### src/rtl/wb_pkg.sv
// Shared definitions for the writeback/retire stage: exception codes and
// trace record sizing.
package wb_pkg;

    localparam int DEFAULT_EXC_W = 5;

    typedef enum logic [DEFAULT_EXC_W-1:0] {
        EXC_INT  = 5'd0,
        EXC_ADEL = 5'd4,
        EXC_ADES = 5'd5,
        EXC_SYS  = 5'd8,
        EXC_BP   = 5'd9,
        EXC_RI   = 5'd10,
        EXC_OV   = 5'd12
    } excode_e;

    // A trace record is {pc, byte write enables, register number, write data}.
    function automatic int trace_width(input int data_w, input int dest_w);
        return 32 + data_w / 8 + dest_w + data_w;
    endfunction

endpackage

### src/rtl/wb_retire_stage_if.sv
// Memory-stage to writeback-stage instruction bus with its valid/allowin handshake.
interface wb_retire_stage_if #(
    parameter int DATA_W = 32,
    parameter int DEST_W = 5,
    parameter int EXC_W  = wb_pkg::DEFAULT_EXC_W
);
    logic                ms_to_ws_valid;
    logic                ws_allowin;
    logic [31:0]         ms_pc;
    logic [DATA_W-1:0]   ms_result;
    logic [DATA_W/8-1:0] ms_rf_we;
    logic [DEST_W-1:0]   ms_dest;
    logic                ms_ex;
    logic                ms_bd;
    logic                ms_eret;
    logic                ms_mtc0;
    logic                ms_mfc0;
    logic [EXC_W-1:0]    ms_excode;
    logic [7:0]          ms_c0_addr;

    modport master (
        output ms_to_ws_valid, ms_pc, ms_result, ms_rf_we, ms_dest, ms_ex, ms_bd,
               ms_eret, ms_mtc0, ms_mfc0, ms_excode, ms_c0_addr,
        input  ws_allowin
    );

    modport slave (
        input  ms_to_ws_valid, ms_pc, ms_result, ms_rf_we, ms_dest, ms_ex, ms_bd,
               ms_eret, ms_mtc0, ms_mfc0, ms_excode, ms_c0_addr,
        output ws_allowin
    );
endinterface

### src/rtl/wb_trace_fifo.sv
// Trace record FIFO: pointer + count, head entry presented combinationally
// from storage (zero while empty). Push while full is accepted when a pop frees a slot.
module wb_trace_fifo #(
    parameter int WIDTH = 8,
    parameter int DEPTH = 4
) (
    input  logic             clk,
    input  logic             resetn,
    input  logic             push,
    input  logic [WIDTH-1:0] push_data,
    input  logic             pop,
    output logic [WIDTH-1:0] head_data,
    output logic             full,
    output logic             empty
);
    localparam int PTR_W = $clog2(DEPTH);

    logic [WIDTH-1:0] mem_q [DEPTH];
    logic [PTR_W-1:0] wr_ptr_q, wr_ptr_d;
    logic [PTR_W-1:0] rd_ptr_q, rd_ptr_d;
    logic [PTR_W:0]   count_q, count_d;
    logic             do_push, do_pop;

    assign full    = (count_q == (PTR_W+1)'(DEPTH));
    assign empty   = (count_q == '0);
    assign do_pop  = pop && !empty;
    assign do_push = push && (!full || do_pop);

    // NOTE: every signal gets its default first, so no path can leave it unassigned and infer a latch.
    always_comb begin
        wr_ptr_d = wr_ptr_q + PTR_W'(do_push);
        rd_ptr_d = rd_ptr_q + PTR_W'(do_pop);
        count_d  = count_q + (PTR_W+1)'(do_push) - (PTR_W+1)'(do_pop);
    end

    // NOTE: state registers use non-blocking assignments so all flops update together on the edge.
    always_ff @(posedge clk or negedge resetn) begin
        if (!resetn) begin
            wr_ptr_q <= '0;
            rd_ptr_q <= '0;
            count_q  <= '0;
        end else begin
            wr_ptr_q <= wr_ptr_d;
            rd_ptr_q <= rd_ptr_d;
            count_q  <= count_d;
        end
    end

    // NOTE: storage is not reset; the count guards it and the head is forced to zero while empty.
    always_ff @(posedge clk) begin
        if (do_push) mem_q[wr_ptr_q] <= push_data;
    end

    assign head_data = empty ? '0 : mem_q[rd_ptr_q];

endmodule

### src/rtl/wb_retire_stage.sv
// Writeback/retire stage: one instruction register, regfile and CP0 drive in the
// retire cycle, and a trace FIFO whose back-pressure stalls retirement.
module wb_retire_stage
    import wb_pkg::*;
#(
    parameter int DATA_W      = 32,
    parameter int DEST_W      = 5,
    parameter int EXC_W       = DEFAULT_EXC_W,
    parameter int TRACE_DEPTH = 4
) (
    input  logic                clk,
    input  logic                resetn,
    wb_retire_stage_if.slave    ms,
    output logic [DATA_W/8-1:0] rf_we,
    output logic [DEST_W-1:0]   rf_waddr,
    output logic [DATA_W-1:0]   rf_wdata,
    output logic [7:0]          c0_addr,
    input  logic [DATA_W-1:0]   c0_rdata,
    output logic                c0_we,
    output logic [DATA_W-1:0]   c0_wdata,
    output logic                c0_ex,
    output logic [EXC_W-1:0]    c0_excode,
    output logic                c0_bd,
    output logic [31:0]         c0_pc,
    output logic                c0_eret,
    output logic                ws_flush,
    output logic                trace_valid,
    input  logic                trace_ready,
    output logic [31:0]         trace_pc,
    output logic [DATA_W/8-1:0] trace_wen,
    output logic [DEST_W-1:0]   trace_wnum,
    output logic [DATA_W-1:0]   trace_wdata,
    output logic [31:0]         retired_cnt
);
    localparam int WEN_W   = DATA_W / 8;
    localparam int TRACE_W = trace_width(DATA_W, DEST_W);

    typedef struct packed {
        logic [31:0]       pc;
        logic [DATA_W-1:0] result;
        logic [WEN_W-1:0]  rf_we;
        logic [DEST_W-1:0] dest;
        logic              ex;
        logic              bd;
        logic              eret;
        logic              mtc0;
        logic              mfc0;
        logic [EXC_W-1:0]  excode;
        logic [7:0]        c0_addr;
    } ws_entry_t;

    ws_entry_t          ws_q, ws_d;
    logic               ws_valid_q, ws_valid_d;
    logic [31:0]        retired_cnt_q, retired_cnt_d;
    logic               fifo_full, fifo_empty, fifo_push, fifo_pop;
    logic [TRACE_W-1:0] trace_head;
    logic               ready_go, retire, normal_retire, rf_write;
    logic [DATA_W-1:0]  wr_data;

    // A pop in the same cycle frees the slot this retirement's record needs.
    assign trace_valid   = !fifo_empty;
    assign fifo_pop      = trace_valid && trace_ready;
    assign ready_go      = !fifo_full || fifo_pop;
    assign retire        = ws_valid_q && ready_go;
    assign ms.ws_allowin = !ws_valid_q || ready_go;
    assign normal_retire = retire && !ws_q.ex;
    assign rf_write      = normal_retire && !ws_q.eret;
    assign wr_data       = ws_q.mfc0 ? c0_rdata : ws_q.result;
    assign fifo_push     = rf_write && (|ws_q.rf_we);
    assign c0_addr       = ws_q.c0_addr;
    assign retired_cnt   = retired_cnt_q;
    assign {trace_pc, trace_wen, trace_wnum, trace_wdata} = trace_head;

    always_comb begin
        ws_valid_d    = ws_valid_q;
        ws_d          = ws_q;
        retired_cnt_d = retired_cnt_q;
        if (ms.ws_allowin) ws_valid_d = ms.ms_to_ws_valid;
        if (ms.ms_to_ws_valid && ms.ws_allowin) begin
            ws_d = '{pc: ms.ms_pc, result: ms.ms_result, rf_we: ms.ms_rf_we, dest: ms.ms_dest,
                     ex: ms.ms_ex, bd: ms.ms_bd, eret: ms.ms_eret, mtc0: ms.ms_mtc0,
                     mfc0: ms.ms_mfc0, excode: ms.ms_excode, c0_addr: ms.ms_c0_addr};
        end
        // Whatever was accepted alongside a flush is squashed.
        if (ws_flush) ws_valid_d = 1'b0;
        if (normal_retire) retired_cnt_d = retired_cnt_q + 32'd1;
    end

    always_comb begin
        rf_we     = '0;
        rf_waddr  = '0;
        rf_wdata  = '0;
        c0_we     = 1'b0;
        c0_wdata  = '0;
        c0_ex     = 1'b0;
        c0_excode = '0;
        c0_bd     = 1'b0;
        c0_pc     = '0;
        c0_eret   = 1'b0;
        ws_flush  = 1'b0;
        if (rf_write) begin
            rf_we    = ws_q.rf_we;
            rf_waddr = ws_q.dest;
            rf_wdata = wr_data;
            c0_we    = ws_q.mtc0;
            c0_wdata = ws_q.mtc0 ? ws_q.result : '0;
        end
        if (retire && ws_q.ex) begin
            c0_ex     = 1'b1;
            c0_excode = ws_q.excode;
            c0_bd     = ws_q.bd;
            c0_pc     = ws_q.pc;
            ws_flush  = 1'b1;
        end
        if (normal_retire && ws_q.eret) begin
            c0_eret  = 1'b1;
            ws_flush = 1'b1;
        end
    end

    always_ff @(posedge clk or negedge resetn) begin
        if (!resetn) begin
            ws_valid_q    <= 1'b0;
            ws_q          <= '0;
            retired_cnt_q <= '0;
        end else begin
            ws_valid_q    <= ws_valid_d;
            ws_q          <= ws_d;
            retired_cnt_q <= retired_cnt_d;
        end
    end

    wb_trace_fifo #(
        .WIDTH (TRACE_W),
        .DEPTH (TRACE_DEPTH)
    ) u_trace_fifo (
        .clk       (clk),
        .resetn    (resetn),
        .push      (fifo_push),
        .push_data ({ws_q.pc, ws_q.rf_we, ws_q.dest, wr_data}),
        .pop       (fifo_pop),
        .head_data (trace_head),
        .full      (fifo_full),
        .empty     (fifo_empty)
    );

endmodule

### src/flat_wrapper.sv
// flat-port wrapper written by rule: the top's interface ports become plain ports
module wb_retire_stage_flat import wb_pkg::*;
#(
    parameter int DATA_W      = 32,
    parameter int DEST_W      = 5,
    parameter int EXC_W       = DEFAULT_EXC_W,
    parameter int TRACE_DEPTH = 4
)
  (clk, resetn, rf_we, rf_waddr, rf_wdata, c0_addr, c0_rdata, c0_we, c0_wdata, c0_ex, c0_excode, c0_bd, c0_pc, c0_eret, ws_flush, trace_valid, trace_ready, trace_pc, trace_wen, trace_wnum, trace_wdata, retired_cnt, ms_ms_to_ws_valid, ms_ms_pc, ms_ms_result, ms_ms_rf_we, ms_ms_dest, ms_ms_ex, ms_ms_bd, ms_ms_eret, ms_ms_mtc0, ms_ms_mfc0, ms_ms_excode, ms_ms_c0_addr, ms_ws_allowin);
  wb_retire_stage_if #(.DATA_W(DATA_W), .DEST_W(DEST_W), .EXC_W(EXC_W)) ms_i ();
  input  logic clk;
  input  logic resetn;
  output logic [DATA_W/8-1:0] rf_we;
  output logic [DEST_W-1:0] rf_waddr;
  output logic [DATA_W-1:0] rf_wdata;
  output logic [7:0] c0_addr;
  input  logic [DATA_W-1:0] c0_rdata;
  output logic c0_we;
  output logic [DATA_W-1:0] c0_wdata;
  output logic c0_ex;
  output logic [EXC_W-1:0] c0_excode;
  output logic c0_bd;
  output logic [31:0] c0_pc;
  output logic c0_eret;
  output logic ws_flush;
  output logic trace_valid;
  input  logic trace_ready;
  output logic [31:0] trace_pc;
  output logic [DATA_W/8-1:0] trace_wen;
  output logic [DEST_W-1:0] trace_wnum;
  output logic [DATA_W-1:0] trace_wdata;
  output logic [31:0] retired_cnt;
  input wire logic [$bits(ms_i.ms_to_ws_valid)-1:0] ms_ms_to_ws_valid;
  input wire logic [$bits(ms_i.ms_pc)-1:0] ms_ms_pc;
  input wire logic [$bits(ms_i.ms_result)-1:0] ms_ms_result;
  input wire logic [$bits(ms_i.ms_rf_we)-1:0] ms_ms_rf_we;
  input wire logic [$bits(ms_i.ms_dest)-1:0] ms_ms_dest;
  input wire logic [$bits(ms_i.ms_ex)-1:0] ms_ms_ex;
  input wire logic [$bits(ms_i.ms_bd)-1:0] ms_ms_bd;
  input wire logic [$bits(ms_i.ms_eret)-1:0] ms_ms_eret;
  input wire logic [$bits(ms_i.ms_mtc0)-1:0] ms_ms_mtc0;
  input wire logic [$bits(ms_i.ms_mfc0)-1:0] ms_ms_mfc0;
  input wire logic [$bits(ms_i.ms_excode)-1:0] ms_ms_excode;
  input wire logic [$bits(ms_i.ms_c0_addr)-1:0] ms_ms_c0_addr;
  output wire logic [$bits(ms_i.ws_allowin)-1:0] ms_ws_allowin;
  assign ms_i.ms_to_ws_valid = ms_ms_to_ws_valid;
  assign ms_i.ms_pc = ms_ms_pc;
  assign ms_i.ms_result = ms_ms_result;
  assign ms_i.ms_rf_we = ms_ms_rf_we;
  assign ms_i.ms_dest = ms_ms_dest;
  assign ms_i.ms_ex = ms_ms_ex;
  assign ms_i.ms_bd = ms_ms_bd;
  assign ms_i.ms_eret = ms_ms_eret;
  assign ms_i.ms_mtc0 = ms_ms_mtc0;
  assign ms_i.ms_mfc0 = ms_ms_mfc0;
  assign ms_i.ms_excode = ms_ms_excode;
  assign ms_i.ms_c0_addr = ms_ms_c0_addr;
  assign ms_ws_allowin = ms_i.ws_allowin;
  wb_retire_stage #(.DATA_W(DATA_W), .DEST_W(DEST_W), .EXC_W(EXC_W), .TRACE_DEPTH(TRACE_DEPTH)) u_core (.clk(clk), .resetn(resetn), .ms(ms_i), .rf_we(rf_we), .rf_waddr(rf_waddr), .rf_wdata(rf_wdata), .c0_addr(c0_addr), .c0_rdata(c0_rdata), .c0_we(c0_we), .c0_wdata(c0_wdata), .c0_ex(c0_ex), .c0_excode(c0_excode), .c0_bd(c0_bd), .c0_pc(c0_pc), .c0_eret(c0_eret), .ws_flush(ws_flush), .trace_valid(trace_valid), .trace_ready(trace_ready), .trace_pc(trace_pc), .trace_wen(trace_wen), .trace_wnum(trace_wnum), .trace_wdata(trace_wdata), .retired_cnt(retired_cnt));
endmodule
### config.mk
export PLATFORM = sky130hd
export DESIGN_NAME = wb_retire_stage_flat
export DESIGN_NICKNAME = d
export VERILOG_FILES = /design/src/rtl/wb_pkg.sv /design/src/rtl/wb_retire_stage_if.sv /design/src/rtl/wb_trace_fifo.sv /design/src/rtl/wb_retire_stage.sv /design/src/flat_wrapper.sv
export SDC_FILE = /design/constraint.sdc
export NUM_CORES = 1
export LEC_CHECK = 0
export ABC_AREA = 1
export CAP_MARGIN = 20
export CELL_PAD_IN_SITES_DETAIL_PLACEMENT = 1
export CELL_PAD_IN_SITES_GLOBAL_PLACEMENT = 1
export CORE_ASPECT_RATIO = 0.8
export CORE_MARGIN = 5
export CORE_UTILIZATION = 40
export DETAILED_ROUTE_END_ITERATION = 12
export PLACE_DENSITY_LB_ADDON = 0.1
export SLEW_MARGIN = 20
export SYNTH_ARGS = -nofsm -noshare
export SYNTH_HDL_FRONTEND = slang
export SYNTH_SLANG_ARGS = --single-unit
### constraint.sdc
create_clock -name clk -period 5.6 [get_ports clk]
set_clock_uncertainty 0.2 [all_clocks]
set_input_delay 0.84 -clock clk [delete_from_list [all_inputs] [get_ports clk]]
set_output_delay 0.84 -clock clk [all_outputs]
set_load 0.02 [all_outputs]
# [Word level (Yosys, flattened, before mapping)]
# Memories as Yosys holds them, arrays and structs flattened.
# Index checks and enable logic that the tools add are counted.
[classes] add_sub_neg=5 multipliers=0 n_div=0 magnitude_cmp=0 n_eq_ne=1 shift=0 mux=18 bitwise=0 n_reduce_logical=21
[op_table] operator="$mux 32" count=5
[op_table] operator="$mux 73" count=1
[op_table] operator="$add 32x1->32 const B" count=1
[op_table] operator="$logic_and 1x1->1" count=10
[op_table] operator="$mux 5" count=2
[op_table] operator="$mux 1" count=9
[op_table] operator="$logic_not 1->1" count=5
[op_table] operator="$add 2x1->2" count=2
[op_table] operator="$mux 4" count=1
[op_table] operator="$reduce_or 4->1" count=1
[op_table] operator="$add 3x1->3" count=1
[op_table] operator="$eq 3x3->1 const B" count=1
[op_table] operator="$logic_not 3->1" count=1
[op_table] operator="$logic_or 1x1->1" count=3
[op_table] operator="$sub 3x1->3" count=1
[op_table] operator="$reduce_bool 2->1" count=1
[totals] regBits=131 latch_bits=0 mem_bits_rw=292 rom_bits=0 inputBits=127 out_inout_bits=230 word_cells=62 mem_count=1
[memory_table] memory="u_core.u_trace_fifo.mem_q" words=4 word_bits=73 rd=1 rd_ports_with_merged_regs=0 write_ports=1 line="wb_trace_fifo.sv:18" source="logic [WIDTH-1:0] mem_q [DEPTH];"

# [Longest topological paths before layout]
# Gate-level depths: netlist of run 1.
[logic_depth] ltp_word=11 depth_mapped=13 depth_no_buf=13

# [Hierarchy]
# Synthesis of run 1 repeated with hierarchy kept, for this count alone.
[hier_totals] cells_unflattened=2056 area_unflattened_um2=19358.6
[modules_own_cells] module="wb_trace_fifo" instances=1 cells_per_inst=1194 area_per_inst_um2=12702.2 seq_area_each_um2=8943.6
[modules_own_cells] module="wb_retire_stage" instances=1 cells_per_inst=862 area_per_inst_um2=6656.4 seq_area_each_um2=3103.0

# [Worst setup path before layout of run 1]
# OpenSTA, ideal clock, no wires.
[synth_timing] kind="input -> register" from="input trace_ready" to="memory u_core.u_trace_fifo.mem_q[0][0] (netlist bit) (enable)" setup_ns=0.504 t_arrival_ns=4.541 slack_ns=0.355 stages=8 cell_sequence="inv_1 -> nand3_2 -> nand3_2 -> inv_2 -> nand2_2 -> nor2_2 -> nand2_1 -> nor2_1"
[synth_between] elab_chain_len=9 word_cells_on_any_way=11
[synth_rtl] element="from (decl)" line="flat_wrapper.sv:27" source="input logic trace_ready;"
[synth_rtl] element="$logic_and 1x1->1 (*)" line="wb_retire_stage.sv:62" source="assign fifo_pop = trace_valid && trace_ready;"
[synth_rtl] element="$logic_or 1x1->1" line="wb_retire_stage.sv:63" source="assign ready_go = !fifo_full || fifo_pop;"
[synth_rtl] element="$logic_and 1x1->1" line="wb_retire_stage.sv:64" source="assign retire = ws_valid_q && ready_go;"
[synth_rtl] element="$logic_and 1x1->1" line="wb_retire_stage.sv:66" source="assign normal_retire = retire && !ws_q.ex;"
[synth_rtl] element="$logic_and 1x1->1" line="wb_retire_stage.sv:67" source="assign rf_write = normal_retire && !ws_q.eret;"
[synth_rtl] element="$logic_and 1x1->1" line="wb_retire_stage.sv:69" source="assign fifo_push = rf_write && (|ws_q.rf_we);"
[synth_rtl] element="$logic_and 1x1->1 (*)" line="wb_trace_fifo.sv:27" source="assign do_push = push && (!full || do_pop);"
[synth_rtl] element="$mux 1 (*)" line="wb_trace_fifo.sv:51" source="if (do_push) mem_q[wr_ptr_q] <= push_data;"
[synth_rtl] element="$mux 1 (implied by the code) (*)" line="wb_trace_fifo.sv:51"
[synth_rtl] element="to (decl)" line="wb_trace_fifo.sv:18"
# Mark *: on every way between the ends. The rest lies on a longest branch, timed or not.

# [Worst setup path in the final report of run 1]
[layout_timing] from="register u_core.u_trace_fifo.rd_ptr_q[0]" to="output trace_wen[0]"
[layout_between] elab_chain_len=2
[layout_rtl] element="from (decl)" line="wb_trace_fifo.sv:20" source="logic [PTR_W-1:0] rd_ptr_q, rd_ptr_d;"
[layout_rtl] element="from (signal assigned)" line="wb_trace_fifo.sv:44" source="rd_ptr_q <= rd_ptr_d;"
[layout_rtl] element="$mem_v2 4x73"
[layout_rtl] element="$mux 73" line="wb_trace_fifo.sv:54" source="assign head_data = empty ? '0 : mem_q[rd_ptr_q];"
[layout_rtl] element="to (decl)" line="flat_wrapper.sv:29" source="output logic [DATA_W/8-1:0] trace_wen;"
# Every way passes these cells.

==> flow_summary.json, run 1 <==
{
  "outcome": "finished clean",
  "vias_per_cell": 5.02,
  "ioPinCount": 357,
  "max_clock_freq_mhz": 207,
  "maximum_resistive_drop_on_vdd_mv": 0.237,
  "grt.busiest_layer": "met2",
  "period_share_pct": 86.3,
  "fin_ws_ns": 0.766,
  "cp_data_required_time_ns": 4.56,
  "synthesis.area_per_instance_um2": 9.79,
  "ctsHtreeMaxLevel": 2,
  "grt-ovfl-total": 0,
  "clk_latency_ns": 0.55,
  "grt_setup_unrepaired": "no",
  "mappedNetlistNets": 2023,
  "cts.repair_timing.setup_buffer_count": 0,
  "num_antenna_cells": 0,
  "routed_wirelength_mm": 56.1,
  "globalRouteMet2Util_pct": 37.5,
  "ctsResizeCount": 0,
  "max_cap_violation_count": 0,
  "start_util_pct": 40.5,
  "dpl_cell_area_mm2": 0.0225,
  "worst-endpoint-arrival_ns": 3.79,
  "worstSetupStartpointType": "register",
  "sw_share_pct": 36.9,
  "clock_power_share_pct": 26.6,
  "mostFrequentLayoutCell": "sky130_fd_sc_hd__nor2_1",
  "grt_antenna_before_repair": 0,
  "ctsHoldBuffers": 0,
  "dieHeight_um": 202,
  "final_hold_viol_count": 0,
  "worstSetupEndpointType": "primary output",
  "internal_power_mw": 6.91,
  "hold_class": "in -> async",
  "worst_pin_slew_ns": 1.00,
  "most-common-layout-cells": "487 x sky130_fd_sc_hd__nor2_1, 354 x sky130_fd_sc_hd__clkdlybuf4s50_1, 292 x sky130_fd_sc_hd__edfxtp_1, 276 x sky130_fd_sc_hd__nand2_1, 173 x sky130_fd_sc_hd__o21ai_0",
  "num-fill-cells": 5131,
  "clock_tree.buffer_depth": 3,
  "clock_tree_from_tritoncts": "yes",
  "final_layout_size_suffix_gt1_share_pct": 5.93,
  "pwr-share-comb_pct": 37.5,
  "pin_count_of_the_biggest_net_entering_global_routing": 117,
  "synthesis_warnings": 0,
  "die_width_um": 251,
  "maxSlewViolCount": 0,
  "layout-area-overhead-vs-synth_pct": 29.4,
  "clkSinkCount": 423,
  "setup_total_negative_slack_ns": 0,
  "die_area_mm2": 0.0507,
  "final_cells": 2855,
  "gr-usage-met1_pct": 28.1,
  "clkSlewWorstSetupHoldPaths_ns": 0.06,
  "crit_fanout": 79,
  "p_switching_mw": 4.04,
  "setup_viol": 0,
  "path_class": "reg -> out",
  "gp_congestion": 0.784,
  "cts_root_buffer": "sky130_fd_sc_hd__clkbuf_16",
  "post_synth_num_cell_types": 30,
  "numPortBuffers": 356,
  "cts_buffers": 45,
  "place_worst_setup_slack_ns": 1.06,
  "post_synth_inst_count": 1890,
  "gr-usage-met3_pct": 4.22,
  "yosys_register_bits": 423,
  "final_core_utilization_pct": 52.4,
  "nets": 2339,
  "post-route-drc-count": 0,
  "reg2regPathDepth": 9,
  "globalRouteTotalUtil_pct": 21.6,
  "num_rows": 70,
  "max_slew_margin_pct": 33.2,
  "drt_pre_antenna_iters": 5,
  "post_synth_instance_area_mm2": 0.0185,
  "drt_iter0_markers": 757,
  "avgRoutedWirePerCell_um": 19.6,
  "cellLeakagePower_nw": 9.29,
  "first_global_vias": 15539,
  "post_route_design_area_mm2": 0.0239,
  "period_minus_slack_ns": 4.83,
  "dp_cells": 2771,
  "pwr_density_cell_mw_per_mm2": 457,
  "synth_sequential_area_ratio_pct": 65.1,
  "grt_pass1_wl_mm": 87.7,
  "detailroute.via_count": 14325,
  "place_hpwl_mm": 36.7,
  "sequentialPowerShare_pct": 35.9,
  "standard_cell_core_area_mm2": 0.0457,
  "route.antenna.remaining_nets": 0
}
registers in the layout, indices dropped and copies added (netlist names):
signal,count
u_core.u_trace_fifo.mem_q,292
u_core.ws_q,83
u_core.retired_cnt,32
u_core.c0_addr,8
u_core.u_trace_fifo.count_q,3
u_core.u_trace_fifo.rd_ptr_q,2
u_core.u_trace_fifo.wr_ptr_q,2
u_core.ws_valid_q,1
critical path, cell delays in order (launching register included):
cell                              delay [ns]
sky130_fd_sc_hd__dfrtp_4                0.96
sky130_fd_sc_hd__buf_4                  0.80
sky130_fd_sc_hd__nor2_1                 0.12
sky130_fd_sc_hd__nor2_1                 0.13
sky130_fd_sc_hd__o21ai_0                0.10
sky130_fd_sc_hd__a21oi_1                0.37
sky130_fd_sc_hd__clkdlybuf4s50_1        0.68
stage by stage:
stage / power [mW] / hold WS [ns]
after floorplan: 6.20 / 0.243
after global placement: 8.04 / 0.256
after detailed placement: 8.16 / 0.259
after CTS: 11.1 / 0.164
after global routing: 11.6 / 0.190
final: 10.9 / 0.134
routing by layer:
layer	up-vias	wire, um
li1	6804	-
met1	7160	24500
met2	290	27600
met3	71	2790
met4	0	1120
met5	-	0
synthesized netlist by cell type (all sizes together):
| cell | count | area share (%) |
|---|---|---|
| nand2 | 278 | 5.7 |
| xnor2 | 10 | 0.47 |
| nand3 | 64 | 1.8 |
| xor2 | 12 | 0.57 |
| ha | 5 | 0.34 |
| edfxtp | 292 | 47 |
| a21oi | 122 | 3.3 |
| buf | 74 | 2.5 |
| o21ai | 180 | 4.9 |
| nand4 | 5 | 0.25 |
| dfrtp | 131 | 18 |
| nor2 | 518 | 11 |
| nor4 | 1 | 0.034 |
| and2 | 1 | 0.034 |
| clkbuf | 39 | 0.79 |
| fa | 1 | 0.11 |
| nand3b | 1 | 0.041 |
| inv | 154 | 3.1 |
| nor3 | 2 | 0.081 |
power groups by stage:
stage | Sequential [mW] | Combinational [mW] | Clock [mW]
floorplan | 3.85 | 2.34 | 0
global placement | 3.97 | 4.07 | 0
detailed placement | 3.99 | 4.17 | 0
CTS | 3.93 | 4.20 | 2.97
global route | 3.97 | 4.49 | 3.13
finish | 3.93 | 4.11 | 2.91
layout make-up:
type | instances | area [um^2] | share of cell area [%]
timing repair buffer | 382 | 3790 | 15.8
clock inverter | 18 | 134 | 0.559
tap | 612 | 766 | 3.20
clock buffer | 66 | 1310 | 5.46
multi-input combinational | 1200 | 5310 | 22.2
inverter | 154 | 586 | 2.45
sequential | 423 | 12100 | 50.3
logic make-up (layout without fill, tap and decap cells):
logic type	Yosys count	after routing	synth area share (%)
compound gates	302	302	8.17
xor+xnor	22	22	1.04
fa+ha+maj	6	6	0.446
buf+inv	267	620	6.45
flops	423	423	65.1
simple gates	870	870	18.8
path summary, 6_finish.rpt:
check | end | slack [ns] | from
worst min register to register | u_core.c0_addr[0] | 0.27 | u_core.c0_addr[0]
worst max register to register | u_core.u_trace_fifo.mem_q[1][69] | 2.08 | u_core.u_trace_fifo.count_q[1]
worst max-delay path | trace_wen[0] | 0.77 | u_core.u_trace_fifo.rd_ptr_q[0]
worst min-delay path | u_core.ws_q[52] | 0.13 | resetn
max in group asynchronous | u_core.ws_q[13] | 3.79 | resetn
min in group clk | u_core.c0_addr[0] | 0.27 | u_core.c0_addr[0]
(Power assumes the default switching activity.)
==> run 2, diff against run 1 <==
--- a/config.mk
+++ b/config.mk
@@ -11,7 +11,8 @@
 export CELL_PAD_IN_SITES_GLOBAL_PLACEMENT = 1
 export CORE_ASPECT_RATIO = 0.8
 export CORE_MARGIN = 5
-export CORE_UTILIZATION = 40
+export CORE_UTILIZATION = 41
+export CTS_BUF_LIST = sky130_fd_sc_hd__clkbuf_8
 export DETAILED_ROUTE_END_ITERATION = 12
 export PLACE_DENSITY_LB_ADDON = 0.1
 export SLEW_MARGIN = 20
==> run 2 against run 1 <==
Effect of this change:
- wire length is 0.84% higher
- final cell count is 1.2% higher
- register-to-register slack better by 0.18 ns
- global-route usage is 0.94 points higher
- power is 2.9% lower
- largest cell class unchanged
==> flow_summary.json, run 2 (synthesis results as in run 1) <==
{
  "post-route-drc-count": 0,
  "setup_viol": 0,
  "clk_latency_ns": 0.61,
  "final_hold_viol_count": 0,
  "num_antenna_cells": 0,
  "grt_pass1_wl_mm": 87.3,
  "dpl_cell_area_mm2": 0.0225,
  "ctsHtreeMaxLevel": 3,
  "setup_total_negative_slack_ns": 0,
  "cts.repair_timing.setup_buffer_count": 0,
  "grt_antenna_before_repair": 1,
  "nets": 2361,
  "internal_power_mw": 6.51,
  "area_of_combinational_cells_with_multiple_inputs_mm2": 0.00531,
  "path_class": "reg -> out",
  "clkSinkCount": 423,
  "place_hpwl_mm": 37.2,
  "clkSlewWorstSetupHoldPaths_ns": 0.05,
  "final_core_utilization_pct": 53.4,
  "maxSlewViolCount": 0,
  "period_share_pct": 82.4,
  "clock_power_share_pct": 24.1,
  "layout-area-overhead-vs-synth_pct": 28.5,
  "numPortBuffers": 356,
  "crit_fanout": 58,
  "start_util_pct": 41.5,
  "critPathBufInv": 3,
  "clock_tree.buffer_depth": 3,
  "max_clock_freq_mhz": 217,
  "crit_path_cell_trace": "clkinv_2, buf_4, nor2_1, o21ai_0, a21oi_1, clkdlybuf4s50_1",
  "pwr_density_cell_mw_per_mm2": 447,
  "largest_register_ff_count": 292,
  "hold_class": "in -> async",
  "outcome": "finished clean",
  "first_global_vias": 15562,
  "route.antenna.remaining_nets": 0,
  "ctsHoldBuffers": 0,
  "die_area_mm2": 0.0495,
  "gp_congestion": 0.788,
  "pwr-share-comb_pct": 38.8,
  "place_worst_setup_slack_ns": 1.14,
  "detailroute.via_count": 14494,
  "sequentialPowerShare_pct": 37.1,
  "p_switching_mw": 4.12,
  "top_register": "u_core.u_trace_fifo.mem_q",
  "routed_wirelength_mm": 56.5,
  "sw_share_pct": 38.7,
  "cp_data_required_time_ns": 4.56,
  "die_width_um": 248,
  "grt-ovfl-total": 0,
  "critical-path-top-delay-family": "buffers and inverters",
  "ioPinCount": 357,
  "critical-path-slowest-cell": "sky130_fd_sc_hd__dfrtp_4",
  "post_route_design_area_mm2": 0.0238,
  "cellLeakagePower_nw": 9.36,
  "max_cap_violation_count": 0,
  "globalRouteTotalUtil_pct": 22.5,
  "pin_count_of_the_biggest_net_entering_global_routing": 110,
  "vias_per_cell": 5.02,
  "most-common-layout-cells": "487 x sky130_fd_sc_hd__nor2_1, 354 x sky130_fd_sc_hd__clkdlybuf4s50_1, 292 x sky130_fd_sc_hd__edfxtp_1, 276 x sky130_fd_sc_hd__nand2_1, 182 x sky130_fd_sc_hd__inv_1",
  "worstSetupStartpointType": "register",
  "num-fill-cells": 5023,
  "num_rows": 69,
  "clock_tree_from_tritoncts": "yes",
  "worst-endpoint-arrival_ns": 3.57,
  "seqCellArea_mm2": 0.0121,
  "grt_setup_unrepaired": "no",
  "critical_path.max_stage_delay_ns": 0.71,
  "standard_cell_core_area_mm2": 0.0445,
  "drt_pre_antenna_iters": 4,
  "final_layout_size_suffix_gt1_share_pct": 6.91,
  "fin_ws_ns": 0.986,
  "dieHeight_um": 200,
  "cts_root_buffer": "sky130_fd_sc_hd__clkbuf_8",
  "worst_pin_slew_ns": 0.955,
  "avgRoutedWirePerCell_um": 19.6,
  "drt_iter0_markers": 753,
  "worstSetupEndpointType": "primary output",
  "period_minus_slack_ns": 4.61,
  "maximum_resistive_drop_on_vdd_mv": 0.278,
  "ctsResizeCount": 0,
  "cts_buffers": 70,
  "mostFrequentLayoutCell": "sky130_fd_sc_hd__nor2_1",
  "max_slew_margin_pct": 36.3
}
[run 2: changes by cell type in the layout (fill, tap and decap cells not counted), moves of 3 or more]
cell                        delta
sky130_fd_sc_hd__inv_1        +32
sky130_fd_sc_hd__clkbuf_8     +70
sky130_fd_sc_hd__buf_4         -3
sky130_fd_sc_hd__clkbuf_16    -47
sky130_fd_sc_hd__clkbuf_1     -13
[run 2: stage by stage]
step	instances	hold WS [ns]	total power, mW
floorplan	1890	0.243	6.20
finish	2889	0.0772	10.6
detailed placement	2759	0.261	8.17
CTS	2889	0.0727	10.8
global placement	2759	0.257	8.05
global route	2889	0.127	11.3
[run 2: path summary, 6_finish.rpt]
kind,slack (ns),to,start,cells past startpoint
hold / removal,0.08,u_core.c0_addr[2],resetn,1
max in group asynchronous,3.78,u_core.ws_q[13],resetn,2
min in group clk,0.27,u_core.c0_addr[0],u_core.c0_addr[0],2
hold reg to reg,0.27,u_core.c0_addr[0],u_core.c0_addr[0],2
setup reg to reg,2.26,u_core.u_trace_fifo.mem_q[3][7],u_core.u_trace_fifo.count_q[1],9
setup / recovery,0.99,trace_wnum[3],u_core.u_trace_fifo.rd_ptr_q[1],6
[run 2: final cells by class]
type	instances	area share, %
clock buffers	76	4.40
well taps	603	3.17
clock inverters	54	1.13
inverters	154	2.45
multi-input cells	1200	22.3
repair buffers	379	15.8
flip-flops and latches	423	50.7
[run 2: power by group through the flow]
| stage | clock network, mW | logic, mW | registers (mW) |
|---|---|---|---|
| after floorplan | 0 | 2.34 | 3.85 |
| after global placement | 0 | 4.06 | 3.99 |
| after detailed placement | 0 | 4.17 | 4.00 |
| after CTS | 2.65 | 4.20 | 3.94 |
| after global routing | 2.80 | 4.49 | 3.98 |
| final | 2.56 | 4.12 | 3.94 |
[run 2: metal layers]
layer	vias to the layer above	track usage (%)	wire length, um
li1	6861	-	-
met1	7273	29.0	24300
met2	280	38.8	28300
met3	80	5.13	2800
met4	0	5.96	1080
met5	-	0	0
[run 2: worst register-to-register path: stages, from the launching register on]
cell and delay (ns):
sky130_fd_sc_hd__dfrtp_1 0.47, sky130_fd_sc_hd__nor2_4 0.10, sky130_fd_sc_hd__nand3_2 0.09, sky130_fd_sc_hd__nand3_2 0.08, sky130_fd_sc_hd__inv_2 0.23, sky130_fd_sc_hd__nand2_4 0.49
sky130_fd_sc_hd__nor2_2 0.39, sky130_fd_sc_hd__nand2_1 0.20, sky130_fd_sc_hd__nor2_4 0.13, sky130_fd_sc_hd__buf_4 0.55
